**src/rtl/coin_return_unit_pkg.sv**
```systemverilog
// rtl/coin_return_unit_pkg.sv - shared constants, state encoding and price/value tables
package coin_return_unit_pkg;

  localparam int kNumCoins  = 3;
  localparam int kNumItems  = 4;
  localparam int kTotalBits = 31;

  typedef enum logic {
    IDLE   = 1'b0,
    RETURN = 1'b1
  } state_t;

  // Coin k face value: 100, 500, 1000.
  function automatic int unsigned coin_value(input int k);
    case (k)
      0:       return 100;
      1:       return 500;
      default: return 1000;
    endcase
  endfunction

  // Item i price: 400, 500, 1000, 2000.
  function automatic int unsigned item_price(input int i);
    case (i)
      0:       return 400;
      1:       return 500;
      2:       return 1000;
      default: return 2000;
    endcase
  endfunction

endpackage

```
**src/rtl/coin_return_unit_if.sv**
```systemverilog
// rtl/coin_return_unit_if.sv - vending credit/return bus between controller and credit stage
interface coin_return_unit_if
  import coin_return_unit_pkg::*;
#(
  parameter int NUM_COINS  = kNumCoins,
  parameter int NUM_ITEMS  = kNumItems,
  parameter int TOTAL_BITS = kTotalBits
);

  logic [NUM_COINS-1:0]  i_input_coin;
  logic [NUM_ITEMS-1:0]  i_select_item;
  logic                  return_flag;
  logic [NUM_ITEMS-1:0]  o_available_item;
  logic [NUM_ITEMS-1:0]  o_output_item;
  logic [NUM_COINS-1:0]  o_return_coin;
  logic                  o_return_done;
  logic                  o_busy;
  logic [TOTAL_BITS-1:0] o_current_total;

  modport master (
    output i_input_coin, i_select_item, return_flag,
    input  o_available_item, o_output_item, o_return_coin,
           o_return_done, o_busy, o_current_total
  );

  modport slave (
    input  i_input_coin, i_select_item, return_flag,
    output o_available_item, o_output_item, o_return_coin,
           o_return_done, o_busy, o_current_total
  );

endinterface

```
**src/rtl/coin_return_unit_greedy_coin_select.sv**
```systemverilog
// rtl/coin_return_unit_greedy_coin_select.sv - picks the largest coin not exceeding the balance
module greedy_coin_select
  import coin_return_unit_pkg::*;
#(
  parameter int TOTAL_BITS = kTotalBits
) (
  input  logic [TOTAL_BITS-1:0] balance,
  output logic [kNumCoins-1:0]  coin_onehot,
  output logic [TOTAL_BITS-1:0] coin_val
);

  // Scan upward so the largest fitting denomination overwrites smaller ones.
  always_comb begin
    coin_onehot = '0;
    coin_val    = '0;
    for (int k = 0; k < kNumCoins; k++) begin
      if (balance >= TOTAL_BITS'(coin_value(k))) begin
        coin_onehot    = '0;
        coin_onehot[k] = 1'b1;
        coin_val       = TOTAL_BITS'(coin_value(k));
      end
    end
  end

endmodule

```
**src/rtl/coin_return_unit.sv**
```systemverilog
// rtl/coin_return_unit.sv - credit accumulation, item dispensing and greedy change return
module coin_return_unit
  import coin_return_unit_pkg::*;
#(
  parameter int TOTAL_BITS = kTotalBits,
  parameter int NUM_COINS  = kNumCoins,
  parameter int NUM_ITEMS  = kNumItems
) (
  input  logic         clk,
  input  logic         reset,
  coin_return_unit_if.slave bus
);

  localparam int SUM_BITS = TOTAL_BITS + 1;

  state_t                state_q, state_d;
  logic [TOTAL_BITS-1:0] balance_q, balance_d;
  logic [NUM_ITEMS-1:0]  item_q, item_d;
  logic [NUM_COINS-1:0]  coin_q, coin_d;
  logic                  done_q, done_d;
  logic                  busy_q, busy_d;

  logic [SUM_BITS-1:0]   coin_sum;
  logic [SUM_BITS-1:0]   sum_ext;
  logic [TOTAL_BITS-1:0] eff_balance;
  logic                  sel_valid;
  logic [TOTAL_BITS-1:0] sel_price;
  logic [NUM_ITEMS-1:0]  sel_onehot;
  logic [NUM_COINS-1:0]  g_onehot;
  logic [TOTAL_BITS-1:0] g_value;
  logic [TOTAL_BITS-1:0] g_remain;

  greedy_coin_select #(.TOTAL_BITS(TOTAL_BITS)) u_greedy (
    .balance     (balance_q),
    .coin_onehot (g_onehot),
    .coin_val    (g_value)
  );

  assign g_remain = balance_q - g_value;

  // Credit after this cycle's coins (dropped on overflow) and the lowest-index requested item.
  always_comb begin
    coin_sum = '0;
    for (int k = 0; k < NUM_COINS; k++) begin
      if (bus.i_input_coin[k]) coin_sum = coin_sum + SUM_BITS'(coin_value(k));
    end
    sum_ext     = {1'b0, balance_q} + coin_sum;
    eff_balance = sum_ext[TOTAL_BITS] ? balance_q : sum_ext[TOTAL_BITS-1:0];
    sel_valid   = 1'b0;
    sel_price   = '0;
    sel_onehot  = '0;
    for (int i = NUM_ITEMS - 1; i >= 0; i--) begin
      if (bus.i_select_item[i]) begin
        sel_valid     = 1'b1;
        sel_price     = TOTAL_BITS'(item_price(i));
        sel_onehot    = '0;
        sel_onehot[i] = 1'b1;
      end
    end
  end

  // Next state, next balance and next registered pulses.
  always_comb begin
    state_d   = state_q;
    balance_d = balance_q;
    item_d    = '0;
    coin_d    = '0;
    done_d    = 1'b0;
    busy_d    = 1'b0;
    case (state_q)
      IDLE: begin
        if (bus.return_flag) begin
          if (balance_q != '0) begin
            coin_d    = g_onehot;
            balance_d = g_remain;
            if (g_remain == '0) begin
              done_d = 1'b1;
            end else begin
              state_d = RETURN;
              busy_d  = 1'b1;
            end
          end
        end else if (sel_valid && (sel_price <= eff_balance)) begin
          item_d    = sel_onehot;
          balance_d = eff_balance - sel_price;
        end else begin
          balance_d = eff_balance;
        end
      end
      RETURN: begin
        coin_d    = g_onehot;
        balance_d = g_remain;
        if (g_remain == '0) begin
          done_d  = 1'b1;
          state_d = IDLE;
        end else begin
          busy_d = 1'b1;
        end
      end
      default: state_d = IDLE;
    endcase
  end

  // State, balance and output pulse registers; reset abandons any pending return.
  always_ff @(posedge clk) begin
    if (reset) begin
      state_q   <= IDLE;
      balance_q <= '0;
      item_q    <= '0;
      coin_q    <= '0;
      done_q    <= 1'b0;
      busy_q    <= 1'b0;
    end else begin
      state_q   <= state_d;
      balance_q <= balance_d;
      item_q    <= item_d;
      coin_q    <= coin_d;
      done_q    <= done_d;
      busy_q    <= busy_d;
    end
  end

  // Items are only offered while idle and affordable from the registered balance.
  always_comb begin
    bus.o_available_item = '0;
    for (int i = 0; i < NUM_ITEMS; i++) begin
      bus.o_available_item[i] = (state_q == IDLE) && (TOTAL_BITS'(item_price(i)) <= balance_q);
    end
  end

  assign bus.o_output_item   = item_q;
  assign bus.o_return_coin   = coin_q;
  assign bus.o_return_done   = done_q;
  assign bus.o_busy          = busy_q;
  assign bus.o_current_total = balance_q;

endmodule

```
**src/flat_wrapper.sv**
```systemverilog
// flat-port wrapper written by rule: the top's interface ports become plain ports
module coin_return_unit_flat import coin_return_unit_pkg::*;
#(
  parameter int TOTAL_BITS = kTotalBits,
  parameter int NUM_COINS  = kNumCoins,
  parameter int NUM_ITEMS  = kNumItems
)
  (clk, reset, bus_i_input_coin, bus_i_select_item, bus_return_flag, bus_o_available_item, bus_o_output_item, bus_o_return_coin, bus_o_return_done, bus_o_busy, bus_o_current_total);
  coin_return_unit_if #(.NUM_COINS(NUM_COINS), .NUM_ITEMS(NUM_ITEMS), .TOTAL_BITS(TOTAL_BITS)) bus_i ();
  input  logic clk;
  input  logic reset;
  input wire logic [$bits(bus_i.i_input_coin)-1:0] bus_i_input_coin;
  input wire logic [$bits(bus_i.i_select_item)-1:0] bus_i_select_item;
  input wire logic [$bits(bus_i.return_flag)-1:0] bus_return_flag;
  output wire logic [$bits(bus_i.o_available_item)-1:0] bus_o_available_item;
  output wire logic [$bits(bus_i.o_output_item)-1:0] bus_o_output_item;
  output wire logic [$bits(bus_i.o_return_coin)-1:0] bus_o_return_coin;
  output wire logic [$bits(bus_i.o_return_done)-1:0] bus_o_return_done;
  output wire logic [$bits(bus_i.o_busy)-1:0] bus_o_busy;
  output wire logic [$bits(bus_i.o_current_total)-1:0] bus_o_current_total;
  assign bus_i.i_input_coin = bus_i_input_coin;
  assign bus_i.i_select_item = bus_i_select_item;
  assign bus_i.return_flag = bus_return_flag;
  assign bus_o_available_item = bus_i.o_available_item;
  assign bus_o_output_item = bus_i.o_output_item;
  assign bus_o_return_coin = bus_i.o_return_coin;
  assign bus_o_return_done = bus_i.o_return_done;
  assign bus_o_busy = bus_i.o_busy;
  assign bus_o_current_total = bus_i.o_current_total;
  coin_return_unit #(.TOTAL_BITS(TOTAL_BITS), .NUM_COINS(NUM_COINS), .NUM_ITEMS(NUM_ITEMS)) u_core (.clk(clk), .reset(reset), .bus(bus_i));
endmodule
```
**config.mk**
```make
export PLATFORM = sky130hd
export DESIGN_NAME = coin_return_unit_flat
export DESIGN_NICKNAME = d
export VERILOG_FILES = /design/src/rtl/coin_return_unit_pkg.sv /design/src/rtl/coin_return_unit_if.sv /design/src/rtl/coin_return_unit_greedy_coin_select.sv /design/src/rtl/coin_return_unit.sv /design/src/flat_wrapper.sv
export SDC_FILE = /design/constraint.sdc
export NUM_CORES = 1
export LEC_CHECK = 0
export BUFFER_PORTS_ARGS = -buffer_cell sky130_fd_sc_hd__buf_2
export CORE_MARGIN = 4
export CORE_UTILIZATION = 25
export DETAILED_ROUTE_END_ITERATION = 10
export PLACE_DENSITY = 0.39
export SYNTH_ARGS = -nofsm -noshare
export SYNTH_HDL_FRONTEND = slang
export SYNTH_SLANG_ARGS = --single-unit
```
**constraint.sdc**
```tcl
create_clock -name clk -period 5.5 [get_ports clk]
set_input_delay 0.825 -clock clk [delete_from_list [all_inputs] [get_ports clk]]
set_output_delay 0.825 -clock clk [all_outputs]
set_load 0.02 [all_outputs]
```
## After elaboration in Yosys (flattened, before gate mapping)

Cells that the tools add are included.

| cells by class | value |
|---|---|
| reductions and logical operators | 11 |
| $lt $le $gt $ge | 8 |
| equal/unequal tests | 1 |
| $add $sub $neg | 5 |
| bitwise gates (word level) | 2 |
| muxes and demuxes | 39 |

Operators by type and width:

| kind | count |
|---|---|
| $mux W31 | 6 |
| $mux W32 | 4 |
| $le A9 B31 Y1 const A | 2 |
| $pmux W31 S2 | 1 |
| $mux W11 | 4 |
| $add A31 B32 Y32 | 1 |
| $add A32 B32 Y32 | 1 |
| $add A7 B32 Y32 | 1 |
| $ge A31 B10 Y1 const B | 1 |
| $ge A31 B7 Y1 const B | 1 |
| $ge A31 B9 Y1 const B | 1 |
| $le A10 B31 Y1 const A | 1 |
| $le A11 B31 Y1 | 1 |
| $le A11 B31 Y1 const A | 1 |
| $logic_not A31 Y1 | 1 |
| $reduce_bool A31 Y1 | 1 |
| $sub A31 B11 Y31 | 1 |
| $sub A31 B31 Y31 | 1 |
| $mux W3 | 5 |
| $mux W7 | 2 |
| $mux W1 | 12 |
| $reduce_or A7 Y1 | 1 |
| $pmux W3 S2 | 1 |
| $reduce_or A6 Y1 | 1 |
| other kinds (8) | 14 |

| word-level totals | value |
|---|---|
| logic and storage cells | 74 |
| input bits | 10 |
| output and inout bits | 44 |
| register bits | 40 |

## Longest topological paths before layout

Gate-level depths: netlist (run 1).

| logic depth | value |
|---|---|
| depth in word-level cells | 12 |
| gate-level depth with buffers | 25 |
| depth with buffers taken out | 23 |

## Modules after synthesis

A second synthesis (run 1) with hierarchy kept.

| unflattened totals | value |
|---|---|
| cells, all modules | 814 |
| area, all modules | 6055.8 µm² |

Modules (own cells, without submodules):

| module | area each (µm²) | sequential area each (µm²) | instances | cells each |
|---|---|---|---|---|
| coin_return_unit | 5661.7 | 800.8 | 1 | 762 |
| greedy_coin_select | 394.1 | 0.0 | 1 | 52 |

## Least setup slack after synthesis (run 1)

No wires, ideal clock.

| timing path | value |
|---|---|
| kind | in2reg |
| start point | input bus_i_input_coin[0] |
| end point | register u_core.balance_q[24], in the netlist u_core.bus.o_current_total[24] |
| buffers on the path | 2 |
| path slack | -194 ps |
| data arrival time | 5606 ps |
| setup time | 88 ps |
| required time | 5412 ps |
| stages | 23 |
| cell sequence | inv_1 ha_1 mux2_2 ha_1 a21o_1 a21oi_2 a21o_2 a21o_1 buf_6 mux2i_1 inv_1 ha_1 nor2b_1 o21a_1 o21ai_1 a31oi_1 a31o_2 a211oi_1 or4b_4 o31a_1 buf_6 and3_4 o32ai_2 |

| between the ends | value |
|---|---|
| longest elaborated chain between the ends | 12 |
| elaborated cells on any way between the ends | 13 |
| classes of those cells | add/sub (4); order compare (1); mux (7); reduce/logical (1) |

RTL lines:

| element | RTL line | text |
|---|---|---|
| start: declaration | flat_wrapper.sv:12 | `input wire logic [$bits(bus_i.i_input_coin)-1:0] bus_i_input_coin;` |
| $mux W7 * | coin_return_unit.sv:45 | `if (bus.i_input_coin[k]) coin_sum = coin_sum + SUM_BITS'(coin_value(k));` |
| $add A7 B32 Y32 | coin_return_unit.sv:45 |  |
| $mux W32 * | coin_return_unit.sv:45 |  |
| $add A32 B32 Y32 | coin_return_unit.sv:45 |  |
| $mux W32 * | coin_return_unit.sv:45 |  |
| $add A31 B32 Y32 * | coin_return_unit.sv:47 | `sum_ext = {1'b0, balance_q} + coin_sum;` |
| $mux W31 * | coin_return_unit.sv:48 | `eff_balance = sum_ext[TOTAL_BITS] ? balance_q : sum_ext[TOTAL_BITS-1:0];` |
| $le A11 B31 Y1 | coin_return_unit.sv:83 | `end else if (sel_valid && (sel_price <= eff_balance)) begin` |
| $logic_and A1 B1 Y1 | coin_return_unit.sv:83 |  |
| $mux W31 * | coin_return_unit.sv:83 |  |
| $mux W31 * | coin_return_unit.sv:72 | `if (bus.return_flag) begin` |
| $pmux W31 S2 * | coin_return_unit.sv:70 | `case (state_q)` |
| end signal: assignment | coin_return_unit.sv:115 | `balance_q <= balance_d;` |
| end: declaration | coin_return_unit.sv:17 | `logic [TOTAL_BITS-1:0] balance_q, balance_d;` |

Every way passes the cells marked *; elsewhere a longest branch is shown, timed or not.
A chain may end at the register's enable or synchronous reset.

## Worst setup path after layout (run 1)

| timing path | value |
|---|---|
| start point | input bus_i_input_coin[1] |
| end point | register u_core.balance_q[8], in the netlist u_core.bus.o_current_total[8] |

| between the ends | value |
|---|---|
| longest elaborated chain between the ends | 10 |
| elaborated cells on any way between the ends | 11 |
| classes of those cells | add/sub (3); order compare (1); mux (6); reduce/logical (1) |

RTL lines:

| element | RTL line |
|---|---|
| $mux W32 * | coin_return_unit.sv:45 |
| $add A32 B32 Y32 | coin_return_unit.sv:45 |
| $mux W32 * | coin_return_unit.sv:45 |
| $add A31 B32 Y32 * | coin_return_unit.sv:47 |
| $mux W31 * | coin_return_unit.sv:48 |
| $le A11 B31 Y1 | coin_return_unit.sv:83 |
| $logic_and A1 B1 Y1 | coin_return_unit.sv:83 |
| $mux W31 * | coin_return_unit.sv:83 |
| $mux W31 * | coin_return_unit.sv:72 |
| $pmux W31 S2 * | coin_return_unit.sv:70 |

Marked as above.

==> results.txt, run 1 <==
Clock power frac: 7.9%
P_int: 0.002151 W
Post-DP HPWL: 16080 um
Slew headroom: 29.99%
Syn Inst Count: 624
Worst Hold Path EP: u_core.bus.o_current_total[24]$_SDFFE_PP0P_
Post-synthesis xor/xnor area fraction: 10.84%
Post-synth EDFFs: 0
Crit path DAT: 5.51 ns
Synth cell types: 87
Post-synthesis compound-gate area fraction: 24.30%
Largest family of logic cells by synthesized area: simple AND/OR/NAND/NOR gates
CTS sink count: 38
R2r worst-path depth: 23
Min-delay src: u_core.bus.o_current_total[24]$_SDFFE_PP0P_
WP buf/inv: 4
Core Region: 18710 um2
Reg-to-reg setup timing slack: 0.46 ns
Crit-path max cell delay: 0.51 ns
Max-cap viol count: 0
Number of global-route vias before repair: 5230
Kind of critical path: in2reg
Reg2Reg Launch Point: u_core.bus.o_current_total[22]$_SDFFE_PP0P_
Leak pwr: 2.738 nW
Data required, critical path: 5.67 ns
Initial Utilization: 25.41%
Flops & latches, synth: 38
Final worst hold slack: 0.7450 ns
Util after Layout: 34.12%
Least-Margin Pin Slew: 1.050 ns
Post-DRT Antenna Nets: 0
First-pass GRT wire length: 30910 um
CP Launch Type: input pin
Final setup fails: 0
Post-Synth Adder-Cell Area: 9.160%
Hold Path Class: reg2reg
GRT Resource Usage Total: 18.40%
Switch share: 50.99%
IO Port Bufs: 51
Grt ovf: 0
Final Skew: 0.003094 ns
RePlAce Congestion: 0.8580
Max VDD drop: 166.5 uV
DRT Pass-1 Iters: 5
Seq/Total Area, Yosys: 16.00%
Die Area: 21280 um2
Post-synthesis mux area share: 2.580%
Residual DRC: 0
Initial antenna violation count: 0
RR Endpoint: u_core.bus.o_busy$_SDFF_PP0_
Cell mode on critical path: ha_1
Skew-Pair Late Insertion Delay: 0.30 ns
Fin. Hold Viols: 0
Worst-path clk slew: 0.06 ns
Clock buffer depth: 2
Die Ht: 145.9 um
Max-slew violation count: 0
CP max FO: 7
Ports: 54
Via density: 5.238
Drt wl/cell: 19.77 um
Worst path slowest cell: or4b_4
Hold-fix buffers, CTS: 0
Logic pwr share: 80.7%
Syn avg cell area: 7.617 um2
Final #Nets: 814
FP Rows: 50
CTS tree: done
Number of diodes: 0
Initial drt markers: 307
Clock H-tree levels: 2
Share of layout cells above drive strength 1: 32.64%
Final wirelength: 19890 um
FMAX: 0.1876 GHz
CP Depth: 22
Largest net degree at the start of global routing: 29
Simple-gate share of the synthesized area: 31.51%
YS warnings: 0
Seq pwr share: 11.4%
CP top delay family: compound AO/OA/AOI/OAI gates
DIE WIDTH: 145.9 um
CP Cell Sequence: buf_2, buf_4, ha_1, xnor2_2, ha_1, a21oi_1, o21a_1, a21o_1, mux2i_4, inv_1, ha_1, nor2b_1, o21a_1, o21ai_2, a31oi_2, a31o_2, a211oi_2, or4b_4, o31ai_2, buf_4, mux2i_1, a21oi_1
Fillers: 2015
Vias: 5269
Root Driver: clkbuf_16
Status: completed
Post-synth ARST share: 0%
Synthesized area: 4753 um2
Ys flop type: dfxtp_1
Inserted Clock Buffers: 5
CP endpoint kind: flop
Power Density: 687.8 nW/um2
Minimum clock period: 5.331 ns
Area Growth Syn to Fin: 34.27%
Period utilization: 96.93%
Psw: 0.002238 W
Hold Crit Depth: 3
==> flip-flops by register name (all words and copies together) (netlist names) <==
signal	cells
u_core.bus.o_busy	1
u_core.bus.o_current_total	29
u_core.bus.o_output_item	4
u_core.bus.o_return_coin	3
u_core.bus.o_return_done	1
==> layer usage <==
layer	GRT usage, %	vias to the layer above	routed length (um)	share of wire, %
li1	-	2604	-	-
met1	26.43	2524	9638	48
met2	29.19	122	8975	45
met3	2.678	19	1025	5.2
met4	4.036	0	248	1.2
met5	0	-	0	0
==> synthesized netlist by cell type, types with 6 or more instances <==
cell type  instances  area (um2)
buf_4              6       45.04
clkbuf_1          16       60.06
a21oi_1           30       150.1
xor2_1            24       210.2
nor3_1            26       130.1
buf_2             12       60.06
inv_1             16       60.06
nand2b_1          10       62.56
nor4b_1            6       52.55
o21a_1            10       75.07
a21o_1            10       75.07
or3_1             17       106.4
o21ai_0           31       155.2
nand2_1           50       187.7
dfxtp_1           38       760.7
a211oi_1           8       60.06
or2_2              6       37.54
nand3_1           24       120.1
and3_1             8       50.05
nor2b_1            8       50.05
mux2i_1           10       100.1
nor4_1            10       62.56
a31oi_1           12       75.07
ha_1              30       375.4
xnor2_1           33       289.0
nor2_1            49       183.9
nand4_1           11       68.82
==> cell usage in the layout, fill, tap and decap left out, types with 4 or more instances in the layout <==
cell type | Yosys | final
or4_1 | 5 | 5
o21ai_1 | 4 | 4
o21a_1 | 10 | 10
xor2_1 | 24 | 23
clkbuf_16 | 0 | 5
buf_2 | 12 | 51
dfxtp_1 | 38 | 38
a31oi_1 | 12 | 11
nand2b_1 | 10 | 10
nand4_1 | 11 | 11
nand3_1 | 24 | 24
a21o_1 | 10 | 10
or2_2 | 6 | 6
or3_1 | 17 | 17
xnor2_1 | 33 | 32
buf_4 | 6 | 125
and2_1 | 5 | 5
o32ai_1 | 5 | 4
a211oi_1 | 8 | 6
a21oi_1 | 30 | 30
mux2i_1 | 10 | 8
and3_1 | 8 | 7
nor2_1 | 49 | 48
nor2b_1 | 8 | 8
o21ai_0 | 31 | 26
and4_1 | 5 | 5
nor4b_1 | 6 | 5
inv_1 | 16 | 14
ha_1 | 30 | 27
nor3_1 | 26 | 24
o21ai_2 | 3 | 8
nor4_1 | 10 | 10
nand2_1 | 50 | 50
==> logic make-up (layout without fill, tap and decap cells) <==
family	count (synthesis)	in the layout
buf+inv	54	201
fa+ha+maj	33	33
mux	12	12
compound gates	163	163
flops	38	38
other cells	1	2
simple gates	265	265
xor+xnor	58	58
==> cell type report <==
class / count / area, um2 / share of cell area (%)
Clock inverter: 3 / 40.04 / 0.6273
Sequential cell: 38 / 760.7 / 11.92
Tap cell: 234 / 292.8 / 4.587
Multi-Input combinational cell: 533 / 3890 / 60.95
Timing Repair Buffer: 177 / 1214 / 19.02
Clock buffer: 5 / 125.1 / 1.960
Inverter: 16 / 60.06 / 0.9410
==> timing repair <==
item / in CTS / in global routing
setup endpoints to repair: 2 / 33
hold endpoints to repair: 0 / 0
resized for setup: 2 / 29
pin swaps: 0 / 4
buffers inserted: 0 / 1
==> stage by stage <==
stage | cell area [um2] | TNS (ns) | total power (W) | instances | setup slack, ns
final | 6382 | 0 | 0.004390 | 1006 | 0.1689
after global routing | 6382 | -0.04474 | 0.004728 | 1006 | -0.02078
after CTS | 6254 | -0.02165 | 0.004269 | 1005 | -0.02165
after detailed placement | 6081 | -4.077 | 0.003892 | 997 | -0.4177
after global placement | 6081 | -1.916 | 0.003879 | 997 | -0.3060
after floorplan | 4782 | 0 | 0.002452 | 625 | 0.01269
==> worst max-delay path by stage <==
stage	start	end
after global routing	bus_i_input_coin[1]	u_core.bus.o_current_total[3]$_SDFFE_PP0P_
final	bus_i_input_coin[1]	u_core.bus.o_current_total[8]$_SDFFE_PP0P_
after global placement	bus_i_input_coin[0]	u_core.bus.o_current_total[28]$_SDFFE_PP0P_
after CTS	bus_i_input_coin[1]	u_core.bus.o_current_total[28]$_SDFFE_PP0P_
after detailed placement	bus_i_input_coin[0]	u_core.bus.o_current_total[28]$_SDFFE_PP0P_
after floorplan	bus_i_input_coin[0]	u_core.bus.o_current_total[24]$_SDFFE_PP0P_
==> worst min-delay path: stages (launching register included) <==
cell and delay, ns:
dfxtp_1 0.32, buf_4 0.16, xor2_1 0.11, o32ai_2 0.11
==> power by group through the flow <==
stage / Combinational (W) / Sequential (W) / Clock [W]
2_1_floorplan: 0.00187 / 0.000585 / 0
3_3_place_gp: 0.00337 / 0.000507 / 0
6_report: 0.00354 / 0.000501 / 0.000346
4_1_cts: 0.00341 / 0.000502 / 0.000353
3_5_place_dp: 0.00339 / 0.000507 / 0
5_1_grt: 0.00385 / 0.000521 / 0.000360
(Power assumes the default switching activity.)
==> inputs of run 2 (changes only) <==
BUFFER_PORTS_ARGS = -buffer_cell sky130_fd_sc_hd__buf_4   (was -buffer_cell sky130_fd_sc_hd__buf_2)
==> results.txt, run 2 (synthesis results as in run 1) <==
Met2 wire length: 8848 um (-1.4%)
RSZ-0062 raised after global routing: no
FP Rows: 50 (unchanged)
Ports: 54 (unchanged)
Leak pwr: 2.762 nW (+0.85%)
Period utilization: 96.69% (-0.24 points)
Root Driver: clkbuf_16
Crit-path max cell delay: 0.53 ns (+0.02 ns)
Max VDD drop: 197.1 uV (+18%)
Via density: 5.320 (+1.6%)
Status: completed
Met3 WL post-DR: 963 um (-6.0%)
Final Skew: 0.01241 ns (+0.009318 ns)
CP max FO: 9 (+2)
Skew-Pair Late Insertion Delay: 0.31 ns (about the same)
Number of diodes: 0 (unchanged)
Most frequent cells in the layout: buf_4, nand2_1, nor2_1
First-pass GRT wire length: 30100 um (-2.6%)
Commonest non-fill, non-tap cell in the layout: buf_4
Final wirelength: 19880 um (about the same)
CP endpoint kind: flop
Final #Nets: 818 (+0.49%)
Post-DP HPWL: 15730 um (-2.2%)
Initial antenna violation count: 0 (unchanged)
CTS tree: done
Core Region: 18710 um2 (unchanged)
Initial drt markers: 347 (+13%)
Setup WS pre-CTS: -0.3633 ns (+0.05441 ns)
PnR worst setup slack: 0.1819 ns (+0.01297 ns)
Clock buffer depth: 2 (unchanged)
Setup TNS Final: 0 ns (unchanged)
Number of global-route vias before repair: 5209 (-0.40%)
Inserted Clock Buffers: 5 (unchanged)
Post-DRT Antenna Nets: 0 (unchanged)
CP Cell Sequence: buf_4, inv_1, ha_1, mux2_2, ha_4, a21o_1, a21oi_2, a21o_2, a21o_4, buf_4, o21ai_1, inv_1, ha_1, o21a_1, o21ai_2, a31oi_2, a31o_2, a211oi_2, or4b_4, o31ai_4, buf_6, mux2_2, o22ai_1
Final Cell Area: 6534 um2 (+2.4%)
Hold Path Class: reg2reg
Slew headroom: 37.79% (+7.8 points)
Minimum clock period: 5.318 ns (-0.01297 ns)
IO Port Bufs: 51 (unchanged)
Area Growth Syn to Fin: 37.46%
Final Instance Count excl. Fillers: 1010 (+0.40%)
FMAX: 0.1880 GHz (+0.24%)
Residual DRC: 0 (unchanged)
Power Density: 685.9 nW/um2 (-0.27%)
Final worst hold slack: 0.7309 ns (-0.01412 ns)
Clock H-tree levels: 2 (unchanged)
Grt ovf: 0 (unchanged)
Max reg flops: 29 (unchanged)
CP Launch Type: input pin
GRT Resource Usage Total: 17.98% (-0.42 points)
Die Ht: 145.9 um (unchanged)
DRT Pass-1 Iters: 5 (unchanged)
Initial Utilization: 25.41% (unchanged)
Least-Margin Pin Slew: 0.9332 ns (-0.1170 ns)
Data required, critical path: 5.71 ns (+0.04 ns)
Kind of critical path: in2reg
Placed cells: 998 (+0.10%)
Largest net degree at the start of global routing: 29 (unchanged)
Worst path slowest cell: or4b_4
Share of layout cells above drive strength 1: 31.57% (-1.1 points)
DIE WIDTH: 145.9 um (unchanged)
Max layer used: met4
Fin. Hold Viols: 0 (unchanged)
Vias: 5373 (+2.0%)
Post-place instance area: 6216 um2 (+2.2%)
Max-slew violation count: 0 (unchanged)
Final setup fails: 0 (unchanged)
Worst-path clk slew: 0.06 ns (about the same)
Crit path DAT: 5.53 ns (+0.02 ns)
Die Area: 21280 um2 (unchanged)
Met1 WL: 9800 um (+1.7%)
CTS sink count: 38 (unchanged)
Max-cap viol count: 0 (unchanged)
RePlAce Congestion: 0.9509 (+11%)
Drt wl/cell: 19.68 um (-0.43%)
## run 2: final timing paths
| path | depth (start not counted) | end | slack, ns | from |
|---|---|---|---|---|
| max | 23 | u_core.bus.o_current_total[3]$_SDFFE_PP0P_ | 0.18 | bus_i_input_coin[0] |
| min reg2reg | 2 | u_core.bus.o_current_total[29]$_SDFFE_PP0P_ | 0.73 | u_core.bus.o_current_total[29]$_SDFFE_PP0P_ |
| max reg2reg | 23 | u_core.bus.o_busy$_SDFF_PP0_ | 0.41 | u_core.bus.o_current_total[22]$_SDFFE_PP0P_ |
| min | 2 | u_core.bus.o_current_total[29]$_SDFFE_PP0P_ | 0.73 | u_core.bus.o_current_total[29]$_SDFFE_PP0P_ |
## run 2: what timing repair did
item                                    in CTS  in global routing
gates resized for setup                      2                 19
pin swaps                                    0                  3
gates cloned                                 0                  1
endpoints found under the setup margin       3                 27
hold buffers                                 0                  0
buffers inserted                             0                  3
## run 2: worst max-delay path, delay by kind of cell
family | cells | cell delay, ns
AO/OA/AOI/OAI | 12 | 2.02
adder cells (fa/ha/maj) | 3 | 0.88
AND/OR/NAND/NOR | 1 | 0.53
buffers and inverters | 5 | 0.64
multiplexers | 2 | 0.64
## run 2: area by class of cell
cell class / count / area, um2
clock inverter: 3 / 45.04
timing repair buffer: 180 / 1368
multi-input combinational: 534 / 3882
clock buffer: 5 / 125.1
fill: 1959 / 12170
inverter: 16 / 60.06
sequential: 38 / 760.7
tap: 234 / 292.8
## run 2: metal layers
layer | global-route usage (%) | vias to the layer above
li1 | - | 2631
met1 | 25.56 | 2567
met2 | 28.43 | 153
met3 | 3.052 | 22
met4 | 4.131 | 0
met5 | 0 | -
## run 2: power breakdown
part | internal (W) | leakage [nW] | switching, W | total, W
clock network | 0.000214 | 0.0760 | 0.000142 | 0.000356
registers | 0.000371 | 0.313 | 0.000134 | 0.000505
logic | 0.00164 | 2.37 | 0.00198 | 0.00362
total | 0.00222 | 2.76 | 0.00226 | 0.00448
## run 2: metrics by stage
| step | util [%] | total power [W] |
|---|---|---|
| 6_report | 34.93 | 0.004482 |
| 3_5_place_dp | 33.23 | 0.003957 |
| 4_1_cts | 34.17 | 0.004341 |
| 5_1_grt | 34.93 | 0.004776 |
| 2_1_floorplan | - | 0.002452 |
| 3_3_place_gp | 33.23 | 0.003970 |
==> inputs of run 3 (changes only) <==
ABC_AREA = 1   (was default)
==> results.txt, run 3 <==
Largest net degree at the start of global routing: 36 (+24%)
Syn Inst Count: 1004 (+61%)
Area Growth Syn to Fin: 20.74%
Slew headroom: 55.74% (+18 points)
Count leader, synth: nand2_1
Post-synth EDFFs: 0 (unchanged)
CTS sink count: 38 (unchanged)
Worst path slowest cell: ha_1
Syn avg cell area: 5.523 um2 (-27%)
Leak pwr: 3.427 nW (+24%)
Clock buffer depth: 2 (unchanged)
Max VDD drop: 243.0 uV (+23%)
Ports: 54 (unchanged)
Grt ovf: 0 (unchanged)
Share of the synthesized area in the top cell type: 20.04% (+4.0 points)
CTS tree: done
Synth cell types: 46 (-47%)
Post-place instance area: 6533 um2 (+5.1%)
Vias: 6529 (+22%)
Final Cell Area: 6695 um2 (+2.5%)
Fillers: 2512 (+28%)
Skew-Pair Late Insertion Delay: 0.29 ns (-0.02 ns)
Crit path from: bus_i_input_coin[0]
Setup WS pre-CTS: -0.1776 ns (+0.1857 ns)
CP max FO: 15 (+6)
IO Port Bufs: 51 (unchanged)
Power Density: 625.2 nW/um2 (-8.9%)
GRT Resource Usage Total: 18.83% (+0.85 points)
Via density: 4.769 (-10%)
Max-cap viol count: 0 (unchanged)
Cell mode on critical path: nand2_1
Ys flop type: dfxtp_1
Clock H-tree levels: 2 (unchanged)
DRT Pass-1 Iters: 5 (unchanged)
Top cells by area, synth: nand2_1, dfxtp_1, inv_1
Worst-path clk slew: 0.07 ns (about the same)
RePlAce Congestion: 0.8880 (-6.6%)
Period utilization: 91.47% (-5.2 points)
Fin. Hold Viols: 0 (unchanged)
Max reg flops: 29 (unchanged)
Commonest non-fill, non-tap cell in the layout: nand2_1
Flops & latches, synth: 38 (unchanged)
FP Rows: 54 (+8.0%)
Crit path DAT: 5.24 ns (-0.29 ns)
Share of layout cells above drive strength 1: 14.05% (-18 points)
Data required, critical path: 5.71 ns (about the same)
Postcts setup bufs: 0 (unchanged)
Max-slew violation count: 0 (unchanged)
Hold Path Class: in2reg
FMAX: 0.1988 GHz (+5.7%)
First-pass GRT wire length: 35830 um (+19%)
Number of global-route vias before repair: 6390 (+23%)
Initial antenna violation count: 0 (unchanged)
Die Area: 24630 um2 (+16%)
Die Ht: 156.9 um (+7.6%)
Synth cell count leaders: nand2_1, inv_1, nor2_1
RSZ-0062 raised after global routing: yes
Minimum clock period: 5.031 ns (-0.2874 ns)
Final #Nets: 1131 (+38%)
Met2 usage: 31.05% (+2.6 points)
Min-delay src: bus_i_select_item[0]
Kind of critical path: in2reg
Root Driver: clkbuf_16
Core Region: 21820 um2 (+17%)
Final wirelength: 23140 um (+16%)
Post-synth ARST share: 0% (unchanged)
Drt wl/cell: 16.90 um (-14%)
Least-Margin Pin Slew: 0.6623 ns (-0.2709 ns)
DIE WIDTH: 156.9 um (+7.6%)
Crit-path max cell delay: 0.36 ns (-0.17 ns)
Synthesized area: 5545 um2 (+17%)
Most frequent cells in the layout: nand2_1, inv_1, nor2_1
Gr busiest metal: met2
Status: completed
Residual DRC: 0 (unchanged)
Seq/Total Area, Yosys: 13.72% (-2.3 points)
Post-DP HPWL: 19570 um (+24%)
Initial Utilization: 25.41% (about the same)
CP endpoint kind: flop
YS warnings: 0 (unchanged)
PnR worst setup slack: 0.4693 ns (+0.2874 ns)
Initial drt markers: 420 (+21%)
Inserted Clock Buffers: 5 (unchanged)
Post-DRT Antenna Nets: 0 (unchanged)
CP Launch Type: input pin
Hold Crit Depth: 2 (unchanged)
Number of diodes: 0 (unchanged)
Met3 usage: 1.375% (-1.7 points)
Final Skew: 0.007297 ns (-0.005115 ns)
Final setup fails: 0 (unchanged)
GR Util met1: 26.93% (+1.4 points)
R2r worst-path depth: 26 (+13%)
Area leader, netlist: nand2_1
Reg2Reg Launch Point: u_core.bus.o_current_total[20]$_SDFFE_PP0P_
## run 3: changes by cell type after synthesis, sizes merged, moves of 25 or more
cell,delta
xnor2,-25
nand3,+65
nand2,+258
nor2,+92
inv,+126
## run 3: per-stage QoR
step | util, % | total power (W) | cells | setup TNS [ns] | hold WS (ns)
final | 30.68 | 0.004186 | 1369 | 0 | 0.7158
after detailed placement | 29.93 | 0.003839 | 1361 | -0.3997 | 0.7412
after floorplan | - | 0.002621 | 1005 | 0 | 0.7204
after global placement | 29.93 | 0.003884 | 1361 | -0.04428 | 0.7521
after global routing | 30.68 | 0.004615 | 1369 | -0.01366 | 0.7236
after CTS | 30.63 | 0.004170 | 1369 | 0 | 0.7105
## run 3: cells by family after synthesis
group           count (synthesis)  share of synthesized area [%]
buf+inv                       165                          12.03
simple gates                  618                          48.94
fa+ha+maj                      33                          7.852
other cells                     1                        0.06762
xor+xnor                       41                          6.476
flops                          38                          13.72
compound gates                108                          10.92
## run 3: layout make-up
| type | instances | area, um2 | area share (%) |
|---|---|---|---|
| Timing Repair Buffer | 98 | 760.7 | 11.36 |
| Clock inverter | 2 | 12.51 | 0.1869 |
| Multi-Input combinational cell | 802 | 4135 | 61.76 |
| Clock buffer | 6 | 138.9 | 2.074 |
| Inverter | 143 | 536.8 | 8.017 |
| Sequential cell | 38 | 760.7 | 11.36 |
| Tap cell | 280 | 350.3 | 5.233 |
## run 3: worst paths after layout
path	to	slack (ns)
hold reg to reg	u_core.bus.o_current_total[30]$_SDFFE_PP0P_	0.75
hold / removal	u_core.bus.o_output_item[1]$_SDFF_PP0_	0.72
setup / recovery	u_core.bus.o_current_total[10]$_SDFFE_PP0P_	0.47
setup reg to reg	u_core.bus.o_busy$_SDFF_PP0_	0.71
## run 3: critical path, delay by kind of cell
kind	cells	cell delay [ns]
fa+ha+maj	3	0.85
xor+xnor	2	0.28
buf+inv	5	0.58
simple gates	16	2.04
compound gates	5	0.65
## run 3: repair_timing
item	in CTS	in global routing
hold buffers	0	0
endpoints found under the setup margin	0	31
gates resized for setup	0	6
## run 3: metal layers
layer	wire, um	up-vias	share of wire [%]
li1	-	3388	-
met1	11130	2961	48
met2	10520	163	45
met3	1111	17	4.8
met4	379	0	1.6
met5	0	-	0
## run 3: report_power, final
group	leakage [nW]	internal [W]	switching, W
Sequential	0.313	0.000366	0.000185
Clock	0.0729	0.000180	0.000130
Combinational	3.04	0.00121	0.00211
Total	3.43	0.00176	0.00243
